File: src/rtl/core_pkg.sv
`default_nettype none
// ============================================================================
// Module   : core_pkg
// Purpose  : Shared core constants and the fetch-stage state encoding.
// Contents : XLEN, INST_W, PC_STEP, fetch_state_e {FETCH_FLUSH, FETCH_RUN}
// Revision : 1.0 - initial release
// ============================================================================
package core_pkg;

  localparam int XLEN    = 32;
  localparam int INST_W  = 32;
  localparam int PC_STEP = 4;

  typedef enum logic [0:0] {
    FETCH_FLUSH = 1'b0,
    FETCH_RUN   = 1'b1
  } fetch_state_e;

endpackage : core_pkg
`default_nettype wire

File: src/rtl/fetch_fifo.sv
`default_nettype none
// ============================================================================
// Module   : fetch_fifo
// Purpose  : DEPTH-entry synchronous FIFO holding {instruction, pc} pairs.
//            Supports simultaneous push and pop and a single-cycle flush.
// Ports    : clk, rst        - clock, synchronous active-high reset
//            flush           - drop all entries (wins over push/pop)
//            push, push_data - write one entry
//            pop             - retire the head entry
//            head_data       - registered head entry
//            count           - number of valid entries (0..DEPTH)
// Revision : 1.0 - initial release
// ============================================================================
module fetch_fifo #(
  parameter int DEPTH = 4,
  parameter int WIDTH = 64
) (
  input  logic                     clk,
  input  logic                     rst,
  input  logic                     flush,
  input  logic                     push,
  input  logic [WIDTH-1:0]         push_data,
  input  logic                     pop,
  output logic [WIDTH-1:0]         head_data,
  output logic [$clog2(DEPTH):0]   count
);

  localparam int AW = $clog2(DEPTH);
  localparam int CW = AW + 1;

  logic [WIDTH-1:0] mem [DEPTH];
  logic [AW-1:0]    wptr;
  logic [AW-1:0]    rptr;

  // Pointers are exactly log2(DEPTH) bits, so they wrap without compare logic.
  always_ff @(posedge clk) begin
    if (rst || flush) begin
      wptr  <= '0;
      rptr  <= '0;
      count <= '0;
    end else begin
      if (push) wptr <= wptr + AW'(1);
      if (pop)  rptr <= rptr + AW'(1);
      count <= count + CW'(push) - CW'(pop);
    end
  end

  // Storage needs no reset: nothing reads an entry before it is written.
  always_ff @(posedge clk) begin
    if (push) mem[wptr] <= push_data;
  end

  assign head_data = mem[rptr];

endmodule : fetch_fifo
`default_nettype wire

File: src/rtl/fetch_unit.sv
`default_nettype none
// ============================================================================
// Module   : fetch_unit
// Purpose  : Instruction fetch stage. Steps the external PC block, reads
//            instruction memory, buffers {inst, pc} in a FIFO for decode and
//            handles redirects from execute.
// Ports    : clk, rst                 - clock, synchronous active-high reset
//            pc                       - current PC from the PC block
//            pcread / pcenable        - advance PC by 4 / load next_pc
//            next_pc                  - redirect target towards PC block
//            imem_en / imem_addr      - instruction memory read request
//            imem_rdata               - read data, one cycle after imem_en
//            redirect / redirect_pc   - taken branch/jump from execute
//            inst_valid / inst / inst_pc / inst_ready - decode handshake
// Revision : 1.0 - initial release
// ============================================================================
module fetch_unit
  import core_pkg::*;
#(
  parameter int DEPTH   = 4,
  parameter int IMEM_AW = 15
) (
  input  logic                clk,
  input  logic                rst,
  input  logic [XLEN-1:0]     pc,
  output logic                pcread,
  output logic                pcenable,
  output logic [XLEN-1:0]     next_pc,
  output logic                imem_en,
  output logic [IMEM_AW-1:0]  imem_addr,
  input  logic [INST_W-1:0]   imem_rdata,
  input  logic                redirect,
  input  logic [XLEN-1:0]     redirect_pc,
  output logic                inst_valid,
  output logic [INST_W-1:0]   inst,
  output logic [XLEN-1:0]     inst_pc,
  input  logic                inst_ready
);

  localparam int CW = $clog2(DEPTH) + 1;
  localparam int EW = INST_W + XLEN;

  fetch_state_e state;
  fetch_state_e state_nxt;

  logic               inflight;
  logic [XLEN-1:0]    tag;
  logic               issue;
  logic               credit_ok;
  logic               fifo_push;
  logic               fifo_pop;
  logic [EW-1:0]      head;
  logic [CW-1:0]      count;

  // Reserve a FIFO slot for every outstanding read so a return can never
  // find the FIFO full. count + 1 always fits in CW bits since DEPTH >= 2.
  assign credit_ok = (count + CW'(inflight)) < CW'(DEPTH);

  // --------------------------------------------------------------------------
  // State register
  // --------------------------------------------------------------------------
  always_ff @(posedge clk) begin
    if (rst) state <= FETCH_FLUSH;
    else     state <= state_nxt;
  end

  // --------------------------------------------------------------------------
  // Next state and PC/memory control
  // --------------------------------------------------------------------------
  always_comb begin
    state_nxt = state;
    issue     = 1'b0;
    pcread    = 1'b0;
    pcenable  = 1'b0;
    next_pc   = '0;
    imem_en   = 1'b0;
    if (rst) begin
      state_nxt = FETCH_FLUSH;
    end else if (redirect) begin
      // Redirect is honoured in any state; a later one simply overrides.
      pcenable  = 1'b1;
      next_pc   = redirect_pc;
      state_nxt = FETCH_FLUSH;
    end else begin
      case (state)
        FETCH_FLUSH: state_nxt = FETCH_RUN;
        FETCH_RUN: begin
          if (credit_ok) begin
            issue   = 1'b1;
            pcread  = 1'b1;
            imem_en = 1'b1;
          end
        end
        default: state_nxt = FETCH_FLUSH;
      endcase
    end
  end

  assign imem_addr = pc[IMEM_AW+1:2];

  // --------------------------------------------------------------------------
  // Outstanding read tracking
  // --------------------------------------------------------------------------
  always_ff @(posedge clk) begin
    if (rst) begin
      inflight <= 1'b0;
      tag      <= '0;
    end else begin
      inflight <= issue;
      if (issue) tag <= pc;
    end
  end

  // A read outstanding during a redirect returns in that same cycle; the
  // push is suppressed and the FIFO flush wins, so the stale word is lost.
  // No read can be issued in a redirect cycle, so nothing survives it.
  assign fifo_push = inflight && !redirect && !rst;
  assign fifo_pop  = inst_valid && inst_ready;

  fetch_fifo #(
    .DEPTH (DEPTH),
    .WIDTH (EW)
  ) u_fifo (
    .clk       (clk),
    .rst       (rst),
    .flush     (redirect),
    .push      (fifo_push),
    .push_data ({imem_rdata, tag}),
    .pop       (fifo_pop),
    .head_data (head),
    .count     (count)
  );

  // Decode-side outputs are straight from FIFO registers, forced low in reset.
  assign inst_valid = !rst && (count != '0);
  assign inst       = rst ? '0 : head[EW-1:XLEN];
  assign inst_pc    = rst ? '0 : head[XLEN-1:0];

endmodule : fetch_unit
`default_nettype wire
File: config.mk
export PLATFORM = sky130hd
export DESIGN_NAME = fetch_unit
export DESIGN_NICKNAME = d
export VERILOG_FILES = /design/src/rtl/core_pkg.sv /design/src/rtl/fetch_fifo.sv /design/src/rtl/fetch_unit.sv
export SDC_FILE = /design/constraint.sdc
export NUM_CORES = 1
export LEC_CHECK = 0
export ABC_AREA = 1
export CORE_MARGIN = 2
export CORE_UTILIZATION = 48
export DETAILED_ROUTE_END_ITERATION = 10
export MAX_ROUTING_LAYER = met4
export PLACE_DENSITY_LB_ADDON = 0.12
export SYNTH_ARGS = -nofsm -noshare
export SYNTH_HDL_FRONTEND = slang
export SYNTH_SLANG_ARGS = --single-unit
File: constraint.sdc
create_clock -name clk -period 4.95 [get_ports clk]
set_clock_uncertainty 0.2 [all_clocks]
set_input_delay 0.7425 -clock clk [delete_from_list [all_inputs] [get_ports clk]]
set_output_delay 0.7425 -clock clk [all_outputs]
set_load 0.01 [all_outputs]
==> results of run 1 <==
## per-stage QoR
| step | hold slack, ps | total power [W] |
|---|---|---|
| after global placement | 293 | 0.00307 |
| final | 305 | 0.00534 |
| after detailed placement | 287 | 0.00307 |
| after floorplan | 261 | 0.00291 |
| after CTS | 302 | 0.00538 |
| after global routing | 325 | 0.00549 |
## metal layers
layer	GRT usage [%]	share of wire (%)	vias up
met5	-	0	-
li1	-	-	4189
met3	2.93	5.2	31
met2	36.5	49	219
met4	3.91	1.1	0
met1	28.7	44	4085
## cells in the mapped netlist (all sizes together)
| cell type | number |
|---|---|
| a21o | 1 |
| a21oi | 100 |
| and2 | 2 |
| buf | 62 |
| clkbuf | 27 |
| dfxtp | 43 |
| edfxtp | 256 |
| fa | 1 |
| ha | 6 |
| inv | 56 |
| nand2 | 76 |
| nand3 | 36 |
| nand4 | 2 |
| nor2 | 332 |
| o21ai | 130 |
## layout by cell type (no fill, tap or decap), types with 20 or more instances in the layout
master and instances:
clkdlybuf4s50_1 213, dfxtp_1 41, a21oi_2 20, clkbuf_16 34
inv_1 52, nand2_1 74, edfxtp_1 256, nand3_1 36
a21oi_1 80, o21ai_0 127, nor2_1 327
## final cells by class
cell class / count / area, µm² / area share, %
multi-input cells: 686 / 3110 / 19.9
diodes: 1 / 2.50 / 0.0160
flip-flops and latches: 299 / 8550 / 54.6
well taps: 330 / 413 / 2.63
inverters: 56 / 216 / 1.38
clock inverters: 8 / 76.3 / 0.487
clock buffers: 48 / 973 / 6.21
repair buffers: 234 / 2330 / 14.8
## worst max-delay path by stage
stage | to | slack, ps | depth (start not counted)
floorplan | u_fifo.mem[0][0] | 360 | 6
global placement | imem_en | 1530 | 6
detailed placement | pcread | 1510 | 6
CTS | inst[13] | 1050 | 6
global route | inst[13] | 790 | 6
finish | inst[16] | 1090 | 6
## sequential cells by signal, indices dropped and copies added, names as in the netlist, named ones only
register / flops
u_fifo.wptr: 2
u_fifo.mem: 256
u_fifo.count: 3
state: 1
u_fifo.rptr: 2
inflight: 1
tag: 32
## logic make-up (layout without fill, tap and decap cells)
group,count (synthesis),in the layout,synth area share (%)
compound gates,231,231,10.0
fa+ha+maj,7,7,0.771
buf+inv,145,346,5.77
flops,299,299,69.3
other cells,0,1,0
simple gates,448,448,14.2
## worst max-delay path: stages, from the launching register on
cell and delay, ps:
dfxtp_4 740, buf_4 480, nor2_1 100, nor2_1 110, o21ai_0 110, a21oi_1 250
clkdlybuf4s50_1 570
## power by group
part	switching, W	internal [W]	total, W
logic	0.000118	0.000147	0.000266
registers	0.0000144	0.00274	0.00275
clock network	0.000922	0.00140	0.00232
total	0.00105	0.00428	0.00534
==> results.toml, run 1 <==
[run_status]
status = "finished clean"

[clock_network]
clk_latency_ps = 540
htree_levels = 1
cts_setup_buffers = 0
cts.sink_count = 299
cts.hold.buffers_added = 0
cts_tree = "done"
clkTransAtPathRegs_ps = 60
cts_resized = 0
cts-root-buf = "clkbuf_16"
clockBufferDepth = 3
cts_buffers = 30

[synth]
synth_warnings = 0
synth_area_leaders = "edfxtp_1 (62%), nor2_1 (10%), dfxtp_1 (7.0%)"
syn_inst = 1130
synthesis.area_um2 = 12300
synth.distinct_cells = 25
synth.largest_area_cell = "edfxtp_1"
ys_ff_latch = 299
netlist.area_leader.share_pct = 62.3
synth-seq-area-share_pct = 69.3
synth.avg_cell_area_um2 = 10.9
syn-num-nets = 1237

[routing]
avgRoutedWirePerCell_um = 17.1
drtAntennaViolNets = 0
vias = 8524
drc = 0
drtIter0Drc = 696
viasPerCell = 5.13
first_pass_iters = 5
wirelength_um = 28400

[setup_path]
cp_max_fo = 53
cp.required_ps = 4010
cp.arrival_ps = 2920
worstRegToRegCells = 11
start_kind = "register"
rr_startpoint = "u_fifo.count[1]"
endpoint_kind = "primary output"
rrSetupSlack_ps = 2630
reg2reg_to = "u_fifo.count[2]"
critPathKind = "reg -> out"

[flow_run]
maxCapViolations = 0

[sta]
fin_crit_sh_pct = 78.0
fmax_mhz = 259
rsz0062_at_grt = "false"
hold_viol_final = 0
worst_slew_pin_slew_ps = 851
max_slew_margin_pct = 43.3
setup_tns_ps = 0
finalSetupViolations = 0
period_needed_ps = 3860
drv_slew = 0
worst_slack_ps = 1090

[global_routing]
antenna_found_initial = 1
overflow = 0
grt_pass1_wl_um = 44500
grt_usage_pct = 21.7
grt_max_degree = 81
grt_pass1_vias = 8300

[layout]
final_util_pct = 62.2
fillers = 2033
fin_cells = 1662
stdcell_area_um2 = 15700
layout-drive-gt1-share_pct = 7.74
areaGrowthSynthToFinish_pct = 27.0
final_nets = 1414

[die]
num_rows = 58
chipHeight_um = 164
dieArea_um2 = 27000
start_util_pct = 49.0
die_w_um = 164
ios = 215
fp.coreArea_um2 = 25200

[placement]
gp_congestion = 0.744
hpwl_um = 16400
dp_slack_ps = 1510
postPlaceCellArea_um2 = 14600
portBuffers = 214
placed_cells = 1605

[power]
p_per_area_nw_per_um2 = 341
ir_drop_mv = 0.267
leakage_nw = 5.67

[hold_path]
min_path_cells = 2
holdCritStartpoint = "u_fifo.rptr[1]"
hp-class = "reg -> reg"
No activity file was read; power rests on OpenSTA's default activity.
==> run 2, diff against run 1 <==
==> constraint.sdc (replaced) <==
create_clock -name clk -period 3.2 [get_ports clk]
set_clock_uncertainty 0.2 [all_clocks]
set_input_delay 0.48 -clock clk [delete_from_list [all_inputs] [get_ports clk]]
set_output_delay 0.48 -clock clk [all_outputs]
set_load 0.01 [all_outputs]
==> results.toml, run 2 (synthesized netlist as in run 1, its figures left out) <==
[run_status]
status = "finished clean"

[power]
ir_drop_mv = 0.365
p_per_area_nw_per_um2 = 521
finalPower_w = 0.00821
leakage_nw = 5.68

[layout]
areaGrowthSynthToFinish_pct = 27.5
fin_cells = 1665
layout_common_cells = "nor2_1 (327), edfxtp_1 (256), clkdlybuf4s50_1 (213), o21ai_0 (127), a21oi_1 (80)"
diodes = 0
final_nets = 1419
layout-drive-gt1-share_pct = 7.94
stdcell_area_um2 = 15700
largest_register = "u_fifo.mem"
final_common_cell = "nor2_1"
largest_reg_flops = 256
reg_top3 = "u_fifo.mem x256, tag x32, u_fifo.count x3"

[sta]
worst_slew_pin_slew_ps = 838
finalSetupViolations = 0
fmax_mhz = 328
rsz0062_at_grt = "false"
max_slew_margin_pct = 44.1
drv_slew = 0
period_needed_ps = 3040
fin_crit_sh_pct = 95.2
hold_viol_final = 0
worst_slack_ps = 155

[global_routing]
gr-usage-met2_pct = 35.6
grt_max_degree = 73
grt_pass1_wl_um = 43400
use_met1_pct = 28.7
busiest_layer = "met2"
met3_usage_pct = 2.70
grt_usage_pct = 21.5
grt_pass1_vias = 8007
overflow = 0
antenna_found_initial = 0

[setup_path]
endpoint_kind = "primary output"
cp_max_fo = 25
reg2reg_to = "u_fifo.count[2]"
cp.arrival_ps = 2360
setup.worst_path.end = "inst_pc[31]"
critPathKind = "reg -> out"
rrSetupSlack_ps = 940
worstRegToRegCells = 11
rr_startpoint = "u_fifo.count[1]"
start_kind = "register"
cp.required_ps = 2520

[hold_path]
hp-class = "reg -> reg"
min_path_cells = 0

[clock_network]
clkTransAtPathRegs_ps = 60
cts.sink_count = 299
cts.hold.buffers_added = 0
cts_buffers = 29
clk_latency_ps = 550
htree_levels = 1
cts_resized = 0
cts_tree = "done"
clockBufferDepth = 3
cts-root-buf = "clkbuf_16"
cts_setup_buffers = 0

[routing]
viasPerCell = 5.11
drtAntennaViolNets = 0
drtIter0Drc = 630
vias = 8513
avgRoutedWirePerCell_um = 16.9
first_pass_iters = 7
drc = 0
wirelength_um = 28200

[placement]
gp_congestion = 0.799
postPlaceCellArea_um2 = 14700
placed_cells = 1611
dp_slack_ps = 485
hpwl_um = 16800
portBuffers = 214

[die]
dieArea_um2 = 27000
ios = 215
die_w_um = 164
num_rows = 58
chipHeight_um = 164
fp.coreArea_um2 = 25200
start_util_pct = 49.0

[flow_run]
maxCapViolations = 0
[run 2: changes by cell type in the layout (fill, tap and decap cells not counted), moves of 2 or more]
| cell | change |
|---|---|
| buf_12 | +4 |
| buf_6 | +2 |
| bufinv_16 | +4 |
| clkbuf_16 | -5 |
| clkbuf_8 | -3 |
| clkinv_1 | +2 |
| clkinv_2 | -2 |
| clkinvlp_4 | +3 |
[run 2: area by class of cell]
type / count / area (µm²)
fill: 2013 / 9440
inverter: 56 / 219
clock buffer: 39 / 803
multi-input combinational: 686 / 3110
timing repair buffer: 240 / 2430
tap: 330 / 413
sequential: 299 / 8550
clock inverter: 15 / 209
[run 2: worst min path at each step]
stage,start,end,slack [ps]
final,tag[3],u_fifo.mem[1][3],310
after global routing,tag[7],u_fifo.mem[0][7],320
after CTS,tag[30],u_fifo.mem[0][30],310
after detailed placement,tag[30],u_fifo.mem[3][30],290
after global placement,tag[7],u_fifo.mem[3][7],280
after floorplan,tag[0],u_fifo.mem[0][0],260
[run 2: power breakdown]
group	internal [W]	total [W]	leakage, nW	switching (W)
combinational	0.000229	0.000415	2.43	0.000186
sequential	0.00423	0.00425	2.77	0.0000203
clock	0.00216	0.00354	0.488	0.00138
[run 2: metal layers]
metal,share of wire (%),wire (µm),vias to the layer above
li1,-,-,4183
met1,45,12700,4047
met2,48,13500,252
met3,5.7,1590,31
met4,1.2,332,0
met5,0,0,-
[run 2: stage by stage]
| stage | setup TNS (ps) | utilization [%] | hold WS [ps] |
|---|---|---|---|
| 2_1_floorplan | -19910 | - | 261 |
| 3_3_place_gp | 0 | 58.4 | 283 |
| 3_5_place_dp | 0 | 58.4 | 292 |
| 4_1_cts | 0 | 62.5 | 310 |
| 5_1_grt | 0 | 62.5 | 325 |
| 6_report | 0 | 62.5 | 312 |
[run 2: critical path: stages (launching register included)]
cell and delay (ps):
dfxtp_4 420, buf_4 310, nor2_1 80, nor2_1 80, o21ai_0 80, a21oi_1 270, clkdlybuf4s50_1 590
